### config.mk
export PLATFORM = sky130hd
export DESIGN_NAME = alu_arbiter
export DESIGN_NICKNAME = d
export VERILOG_FILES = /design/src/rtl/alu_arbiter_pkg.sv /design/src/rtl/alu_rr_pick.sv /design/src/rtl/alu_arbiter.sv
export SDC_FILE = /design/constraint.sdc
export NUM_CORES = 1
export LEC_CHECK = 0
export CAP_MARGIN = 15
export CORE_UTILIZATION = 38
export CTS_CLUSTER_DIAMETER = 100
export DETAILED_ROUTE_END_ITERATION = 8
export PLACE_DENSITY = 0.83
export SLEW_MARGIN = 20
export SYNTH_ARGS = -nofsm -noshare
export SYNTH_HDL_FRONTEND = slang
export SYNTH_SLANG_ARGS = --single-unit
### constraint.sdc
create_clock -name clk -period 2.85 [get_ports clk]
set_input_delay 0.57 -clock clk [delete_from_list [all_inputs] [get_ports clk]]
set_output_delay 0.57 -clock clk [all_outputs]
set_load 0.01 [all_outputs]
### src/rtl/alu_arbiter_pkg.sv
// Shared types and constants for the two-requester ALU arbiter: FSM state
// encoding, ALU control bit positions and the common op codes.
package alu_arbiter_pkg;

  localparam int DATA_W = 16;
  localparam int OP_W   = 6;

  typedef enum logic [1:0] {
    IDLE = 2'd0,
    EXEC = 2'd1,
    RESP = 2'd2
  } state_e;

  // Bit positions inside the op field {zx,nx,zy,ny,f,no}.
  localparam int OP_ZX = 5;
  localparam int OP_NX = 4;
  localparam int OP_ZY = 3;
  localparam int OP_NY = 2;
  localparam int OP_F  = 1;
  localparam int OP_NO = 0;

  localparam logic [OP_W-1:0] OP_AND  = 6'b000000;
  localparam logic [OP_W-1:0] OP_ADD  = 6'b000010;
  localparam logic [OP_W-1:0] OP_SUB  = 6'b010011;
  localparam logic [OP_W-1:0] OP_ZERO = 6'b101010;
  localparam logic [OP_W-1:0] OP_ONE  = 6'b111111;
  localparam logic [OP_W-1:0] OP_NEG1 = 6'b111010;

endpackage

### src/rtl/alu_rr_pick.sv
// Combinational two-way picker: round-robin against last_grant, or fixed
// priority to requester 0 when FIXED_PRIO is set.
module alu_rr_pick #(
  parameter bit FIXED_PRIO = 1'b0
) (
  input  logic valid0,
  input  logic valid1,
  input  logic last_grant,
  output logic grant0,
  output logic grant1
);

  // On a tie requester 0 wins if it did not win last time (or always, fixed).
  assign grant0 = valid0 && (!valid1 || FIXED_PRIO || last_grant);
  assign grant1 = valid1 && (!valid0 || (!FIXED_PRIO && !last_grant));

endmodule

### src/rtl/alu_arbiter.sv
// Shares one external 16-bit ALU between two valid/ready requesters, one op in
// flight at a time. Define ALU_ARB_FLAGS_EN to add the zero/negative flags.
module alu_arbiter
  import alu_arbiter_pkg::*;
#(
  parameter bit FIXED_PRIO = 1'b0
) (
  input  logic              clk,
  input  logic              rst_n,

  input  logic              req0_valid,
  output logic              req0_ready,
  input  logic [OP_W-1:0]   req0_op,
  input  logic [DATA_W-1:0] req0_x,
  input  logic [DATA_W-1:0] req0_y,

  input  logic              req1_valid,
  output logic              req1_ready,
  input  logic [OP_W-1:0]   req1_op,
  input  logic [DATA_W-1:0] req1_x,
  input  logic [DATA_W-1:0] req1_y,

  output logic              rsp0_valid,
  input  logic              rsp0_ready,
  output logic [DATA_W-1:0] rsp0_data,

  output logic              rsp1_valid,
  input  logic              rsp1_ready,
  output logic [DATA_W-1:0] rsp1_data,

  output logic              alu_enable,
  output logic              alu_zx,
  output logic              alu_nx,
  output logic              alu_zy,
  output logic              alu_ny,
  output logic              alu_f,
  output logic              alu_no,
  output logic [DATA_W-1:0] alu_x,
  output logic [DATA_W-1:0] alu_y,
  input  logic [DATA_W-1:0] alu_out
`ifdef ALU_ARB_FLAGS_EN
  ,
  output logic              rsp0_zr,
  output logic              rsp0_ng,
  output logic              rsp1_zr,
  output logic              rsp1_ng
`endif
);

  state_e              state_q;
  logic                last_grant_q;
  logic                owner_q;
  logic                alu_en_q;
  logic [OP_W-1:0]     op_q;
  logic [DATA_W-1:0]   x_q;
  logic [DATA_W-1:0]   y_q;
  logic [DATA_W-1:0]   res_q;
  logic [1:0]          rsp_valid_q;
  logic                grant0;
  logic                grant1;
  logic                in_idle;
`ifdef ALU_ARB_FLAGS_EN
  logic                zr_q;
  logic                ng_q;
`endif

  alu_rr_pick #(.FIXED_PRIO(FIXED_PRIO)) u_pick (
    .valid0     (req0_valid),
    .valid1     (req1_valid),
    .last_grant (last_grant_q),
    .grant0     (grant0),
    .grant1     (grant1)
  );

  // NOTE: rst_n gates ready so that every output is 0 while reset is applied.
  assign in_idle    = rst_n && (state_q == IDLE);
  assign req0_ready = in_idle && grant0;
  assign req1_ready = in_idle && grant1;

  // NOTE: sequential state uses <= only, so every register sees pre-edge values.
  always_ff @(posedge clk) begin
    if (!rst_n) begin
      state_q      <= IDLE;
      last_grant_q <= 1'b1;
      owner_q      <= 1'b0;
      alu_en_q     <= 1'b0;
      op_q         <= '0;
      x_q          <= '0;
      y_q          <= '0;
      res_q        <= '0;
      rsp_valid_q  <= '0;
`ifdef ALU_ARB_FLAGS_EN
      zr_q         <= 1'b0;
      ng_q         <= 1'b0;
`endif
    end else begin
      case (state_q)
        IDLE: begin
          if (grant0 || grant1) begin
            owner_q      <= grant1;
            last_grant_q <= grant1;
            op_q         <= grant1 ? req1_op : req0_op;
            x_q          <= grant1 ? req1_x  : req0_x;
            y_q          <= grant1 ? req1_y  : req0_y;
            alu_en_q     <= 1'b1;
            state_q      <= EXEC;
          end
        end
        EXEC: begin
          // Operand registers double as the ALU drive, so clearing them zeroes alu_*.
          res_q                <= alu_out;
          rsp_valid_q[owner_q] <= 1'b1;
          alu_en_q             <= 1'b0;
          op_q                 <= '0;
          x_q                  <= '0;
          y_q                  <= '0;
`ifdef ALU_ARB_FLAGS_EN
          zr_q                 <= (alu_out == '0);
          ng_q                 <= alu_out[DATA_W-1];
`endif
          state_q              <= RESP;
        end
        RESP: begin
          if (owner_q ? rsp1_ready : rsp0_ready) begin
            rsp_valid_q <= '0;
            res_q       <= '0;
`ifdef ALU_ARB_FLAGS_EN
            zr_q        <= 1'b0;
            ng_q        <= 1'b0;
`endif
            state_q     <= IDLE;
          end
        end
        default: state_q <= IDLE;
      endcase
    end
  end

  assign alu_enable = alu_en_q;
  assign alu_zx     = op_q[OP_ZX];
  assign alu_nx     = op_q[OP_NX];
  assign alu_zy     = op_q[OP_ZY];
  assign alu_ny     = op_q[OP_NY];
  assign alu_f      = op_q[OP_F];
  assign alu_no     = op_q[OP_NO];
  assign alu_x      = x_q;
  assign alu_y      = y_q;

  assign rsp0_valid = rsp_valid_q[0];
  assign rsp1_valid = rsp_valid_q[1];
  assign rsp0_data  = rsp_valid_q[0] ? res_q : '0;
  assign rsp1_data  = rsp_valid_q[1] ? res_q : '0;
`ifdef ALU_ARB_FLAGS_EN
  assign rsp0_zr    = rsp_valid_q[0] && zr_q;
  assign rsp0_ng    = rsp_valid_q[0] && ng_q;
  assign rsp1_zr    = rsp_valid_q[1] && zr_q;
  assign rsp1_ng    = rsp_valid_q[1] && ng_q;
`endif

endmodule
* Word level (Yosys, flattened, before mapping)
Index checks and enable logic that the tools add are counted.
** Storage, ports and cells
- Memories kept :: 0
- Bits in registers :: 61
- Bits in read-only memories :: 0
- RAM bits :: 0
- Latch bits :: 0
- Word-level logic and storage cells :: 57
- Output and inout bits :: 75
** Operators by class
- Divide/modulo/power cells :: 0
- Reduce and logical (&&, ||, !) cells :: 19
- $lt $le $gt $ge :: 2
- Muxes and demuxes :: 22
- Multiply operators :: 0
- Add/subtract/negate cells :: 0
- Eq/ne operators :: 4
- Bitwise operators :: 1
- Shift operators :: 0
** Operators with widths (number)
- 16-bit 2-to-1 mux :: 7
- 16-bit case mux with 2 select lines :: 3
- 6-bit 2-to-1 mux :: 2
- 6-bit case mux with 2 select lines :: 1
- 2-bit AND reduction :: 4
- 1-bit logical AND :: 6
- 2-bit case mux with 3 select lines :: 1
- 2-bit 2-to-1 mux :: 2
- 2-bit case mux with 2 select lines :: 1
- 2-bit nonzero test :: 2
- 1-bit zero test :: 3
- 1-bit logical OR :: 3
- 1-bit 2-to-1 mux :: 3
- 2-bit by 1-bit == test with 1-bit output (second input constant) :: 1
- 2-bit == test (second input constant) :: 1
- 2-bit zero test :: 1
- 1-bit by 2-bit less-than comparator with 1-bit output (second input constant) :: 1
- 2-bit by 1-bit inequality test with 1-bit output (second input constant) :: 1
- 2-bit inequality test (second input constant) :: 1
- 2-bit bitwise OR :: 1
- 1-bit case mux with 2 select lines :: 1
- 1-bit demux with 1-bit select :: 1
- 1-bit >= comparator (second input constant) :: 1

* Depth between registers and ports, before layout
Gate-level depths: netlist (run 1).
- Depth after elaboration :: 6
- Gate-level depth with buffers :: 6
- Depth with buffers taken out :: 3

* Modules after synthesis
From an unflattened synthesis (run 1), not the netlist that was laid out.
** Unflattened totals
- Cells, all modules :: 266
- Area total of the unflattened synthesis :: 2816.5 um^2
** By module, submodules not included
- alu_arbiter :: seq. area each 1221.2 um^2, area an instance 2797.7 um^2, times used 1, cells each 263
- alu_rr_pick :: seq. area each 0.0 um^2, area an instance 18.8 um^2, times used 1, cells each 3

* Worst setup path after synthesis (run 1)
OpenSTA, ideal clock, no wires.
- Kind :: input to output
- Start point :: input req1_valid
- End point :: output req1_ready
- Stages :: 3
- Buffers on the path :: 1
- Data arrival time :: 1.166 ns
- Path slack :: 1.114 ns
- Path through :: a21bo_2 clkbuf_1 nor2_1
** On the way
- Word-level cells in the longest chain between the ends :: 2
** Ends and longest elaborated chain
- start: declaration :: RTL line alu_arbiter.sv:17 : input logic req1_valid,
- 1-bit logical AND :: RTL line alu_rr_pick.sv:15 : assign grant1 = valid1 && (!valid0 || (!FIXED_PRIO && !last_grant));
- 1-bit logical AND :: RTL line alu_arbiter.sv:78 : assign req1_ready = in_idle && grant1;
- end: declaration :: RTL line alu_arbiter.sv:18 : output logic req1_ready,
No other way between the ends.

* Worst setup path after layout (run 1)
Same ends and word-level chain as after synthesis.

==> impl_metrics.csv, run 1 <==
group,metric,value,unit
outcome,status,"finished clean",
sta,fin_skew,0.00505,ns
setup_path,cp.arrival,2.00,ns
power,leakagePower,1.87,nW
sta,grt_setup_unrepaired,"no",
global_route,grtUsageTotal,21.7,%
finish,post-route-util,69.1,%
sta,setup_viol,0,
logic_synthesis,yosysWarnings,0,
route,drt_pass1_iterations,4,
setup_path,path_class,"in2out",
global_route,grt.busiest_layer,"met2",
floorplanning,die_height,86.8,um
logic_synthesis,synth_most_common_cell,"nand2_1",
global_route,grt_pass1_vias,2907,
clock_tree,cts_setup_buffers,0,
clock_tree,clock_latency,0.32,ns
route,wl,7970,um
logic_synthesis,synth_cell_type_count,29,
clock_tree,clk_pin_slew_worst_paths,0.06,ns
sta,tightest_slew,0.880,ns
finish,drive_gt1_share,8.10,%
setup_path,start_kind,"input pin",
logic_synthesis,synth_cells,324,
logic_synthesis,synth.largest_area_cell,"dfxtp_1",
logic_synthesis,synth_top_area_share,44.7,%
sta,fin_crit_sh,90.3,%
route,via_per_inst,4.99,
sta,tns,0,ns
logic_synthesis,ys_top_cells_by_count,"nand2_1, dfxtp_1, nor2_1",
power,clock_power_share,37.0,%
power,p_int,1.88,mW
flow_run,drv_cap,0,
clock_tree,cts_tree,"yes",
floorplanning,ios,173,
power,ir_worst_vdd,275,uV
route,wire_per_inst,13.5,um
global_route,grt_max_degree,39,
power,seqPwrFrac,39.9,%
floorplanning,initial_core_util,39.8,%
sta,whs,0.481,ns
global_route,grt_remaining_overflow,0,
logic_synthesis,avgSynthCellArea,8.43,um2
logic_synthesis,synth_top_flop_cell,"dfxtp_1",
route,num_vias,2947,
placed_design,placed_cells,574,
route,drc,0,
finish,nets,587,
finish,syn_to_final_growth,73.9,%
sta,max_freq,388,MHz
clock_tree,cts_resized,0,
floorplanning,die_x,86.8,um
clock_tree,clk_path_buf_depth,2,
logic_synthesis,synth_edf_count,0,
clock_tree,htree_levels,3,
sta,period_needed,2.57,ns
floorplanning,dieArea,7530,um2
placed_design,hpwl,6020,um
floorplanning,std_cell_rows,30,
logic_synthesis,ys_seq_area_share,44.7,%
global_route,grt_use_met2,38.6,%
sta,slew_headroom,41.3,%
logic_synthesis,synthArstFlopShare,0,%
power,p_per_area,525,nW/um2
logic_synthesis,synth_fp_nets,422,
hold_path,hold_class,"reg2reg",
route,drtAntennaViolNets,0,
clock_tree,root_buffer,"clkbuf_8",
power,p_comb_share,23.1,%
placed_design,place_ws,0.261,ns
global_route,use_met1,23.4,%
placed_design,gp_congestion,0.749,
sta,slew_viol_final,0,
logic_synthesis,syn_area,2730,um2
setup_path,worst_ep_required_time,2.28,ns
global_route,grt.met3_usage,6.38,%
sta,finalHoldViolations,0,
logic_synthesis,synth.area.top_cells,"dfxtp_1, a311oi_1, nand2_1, and2_1, nor2_1",
setup_path,crit_fanout,5,
sta,fin_ws,0.276,ns
setup_path,cp-end-kind,"primary output",
route,drtIter0Drc,95,
clock_tree,holdBufCountCts,0,
finish,diodes,0,
global_route,grt_pass1_wl,12900,um
global_route,antenna_found_initial,0,
clock_tree,cts_num_sinks,61,
power,power.share.switching,24.6,%
floorplanning,core_area,6870,um2
power,p_sw,0.614,mW
logic_synthesis,synth-seq-cells,61,
placed_design,io_buffers,172,
finish,final_cells,590,
clock_tree,numCtsBuffers,9,
-- final timing paths --
check             slack [ns]          to  startpoint  depth (start not counted)
setup / recovery        0.28  req1_ready  req1_valid                          4
hold / removal          0.48  alu_enable  alu_enable                          2
setup reg to reg        1.09    res_q[4]  state_q[0]                          3
hold reg to reg         0.48  alu_enable  alu_enable                          2
-- area by class of cell --
cell class / instances / area (um2)
Clock buffer: 12 / 145
Inverter: 3 / 11.3
Tap cell: 96 / 120
Fill cell: 578 / 2120
Sequential cell: 61 / 1220
Multi-Input combinational cell: 234 / 1350
Timing Repair Buffer: 180 / 1810
Clock inverter: 4 / 95.1
-- state kept, by name (all words and copies together), names as in the netlist --
name	flops
alu_y	16
rsp_valid_q	2
op_q	6
res_q	16
last_grant_q	1
alu_enable	1
owner_q	1
alu_x	16
state_q	2
-- placed cells by master (no fill, tap or decap), types with 2 or more instances in the layout --
cell             synthesis  routed
clkbuf_1                 8       2
o21ai_0                  2       2
a22o_2                  10      10
inv_1                    3       3
dfxtp_1                 61      61
nor3_1                   3       3
a22o_1                   6       6
a311oi_1                38      38
clkbuf_8                 0      10
nand2_1                 79      79
buf_12                   0       2
clkdlybuf4s50_1          0     172
a21oi_1                  3       3
and2_1                  32      32
bufinv_16                0       3
nand2b_1                 2       2
nor2_1                  47      47
buf_4                    2       6
-- per-layer routing --
metal	share of wire [%]	wire (um)
met4	2.3	184
met3	7.5	598
met1	40	3170
met2	50	4010
met5	0	0
-- cells by family (layout without fill, tap and decap cells) --
group / after synthesis / in the layout / share of synthesized area [%]
flip-flops: 61 / 61 / 44.7
AND/OR/NAND/NOR: 167 / 167 / 27.1
buffers and inverters: 29 / 199 / 6.14
multiplexers: 2 / 2 / 0.916
AO/OA/AOI/OAI: 65 / 65 / 21.2
-- worst max-delay path: stages --
cell and delay (ns):
clkdlybuf4s50_1 0.54, a21bo_2 0.25, nor2_1 0.10, clkdlybuf4s50_1 0.55
-- power by group through the flow --
| stage | combinational [mW] | clock, mW | sequential (mW) |
|---|---|---|---|
| global placement | 0.567 | 0 | 1.01 |
| finish | 0.574 | 0.923 | 0.994 |
| floorplan | 0.237 | 0 | 1.03 |
| CTS | 0.581 | 0.947 | 0.994 |
| detailed placement | 0.579 | 0 | 1.01 |
| global route | 0.624 | 0.989 | 1.01 |
-- stage by stage --
step	instance area [um2]	total power, mW
floorplan	2730	1.27
global placement	4510	1.58
detailed placement	4510	1.59
CTS	4750	2.52
global route	4750	2.62
finish	4750	2.49
(Power assumes the default switching activity.)
==> run 2, diff against run 1 <==
CTS_CLUSTER_DIAMETER = unset   (was 100)
==> results of run 2 <==
The final DEF is identical to that of run 1; final timing and power are the same.
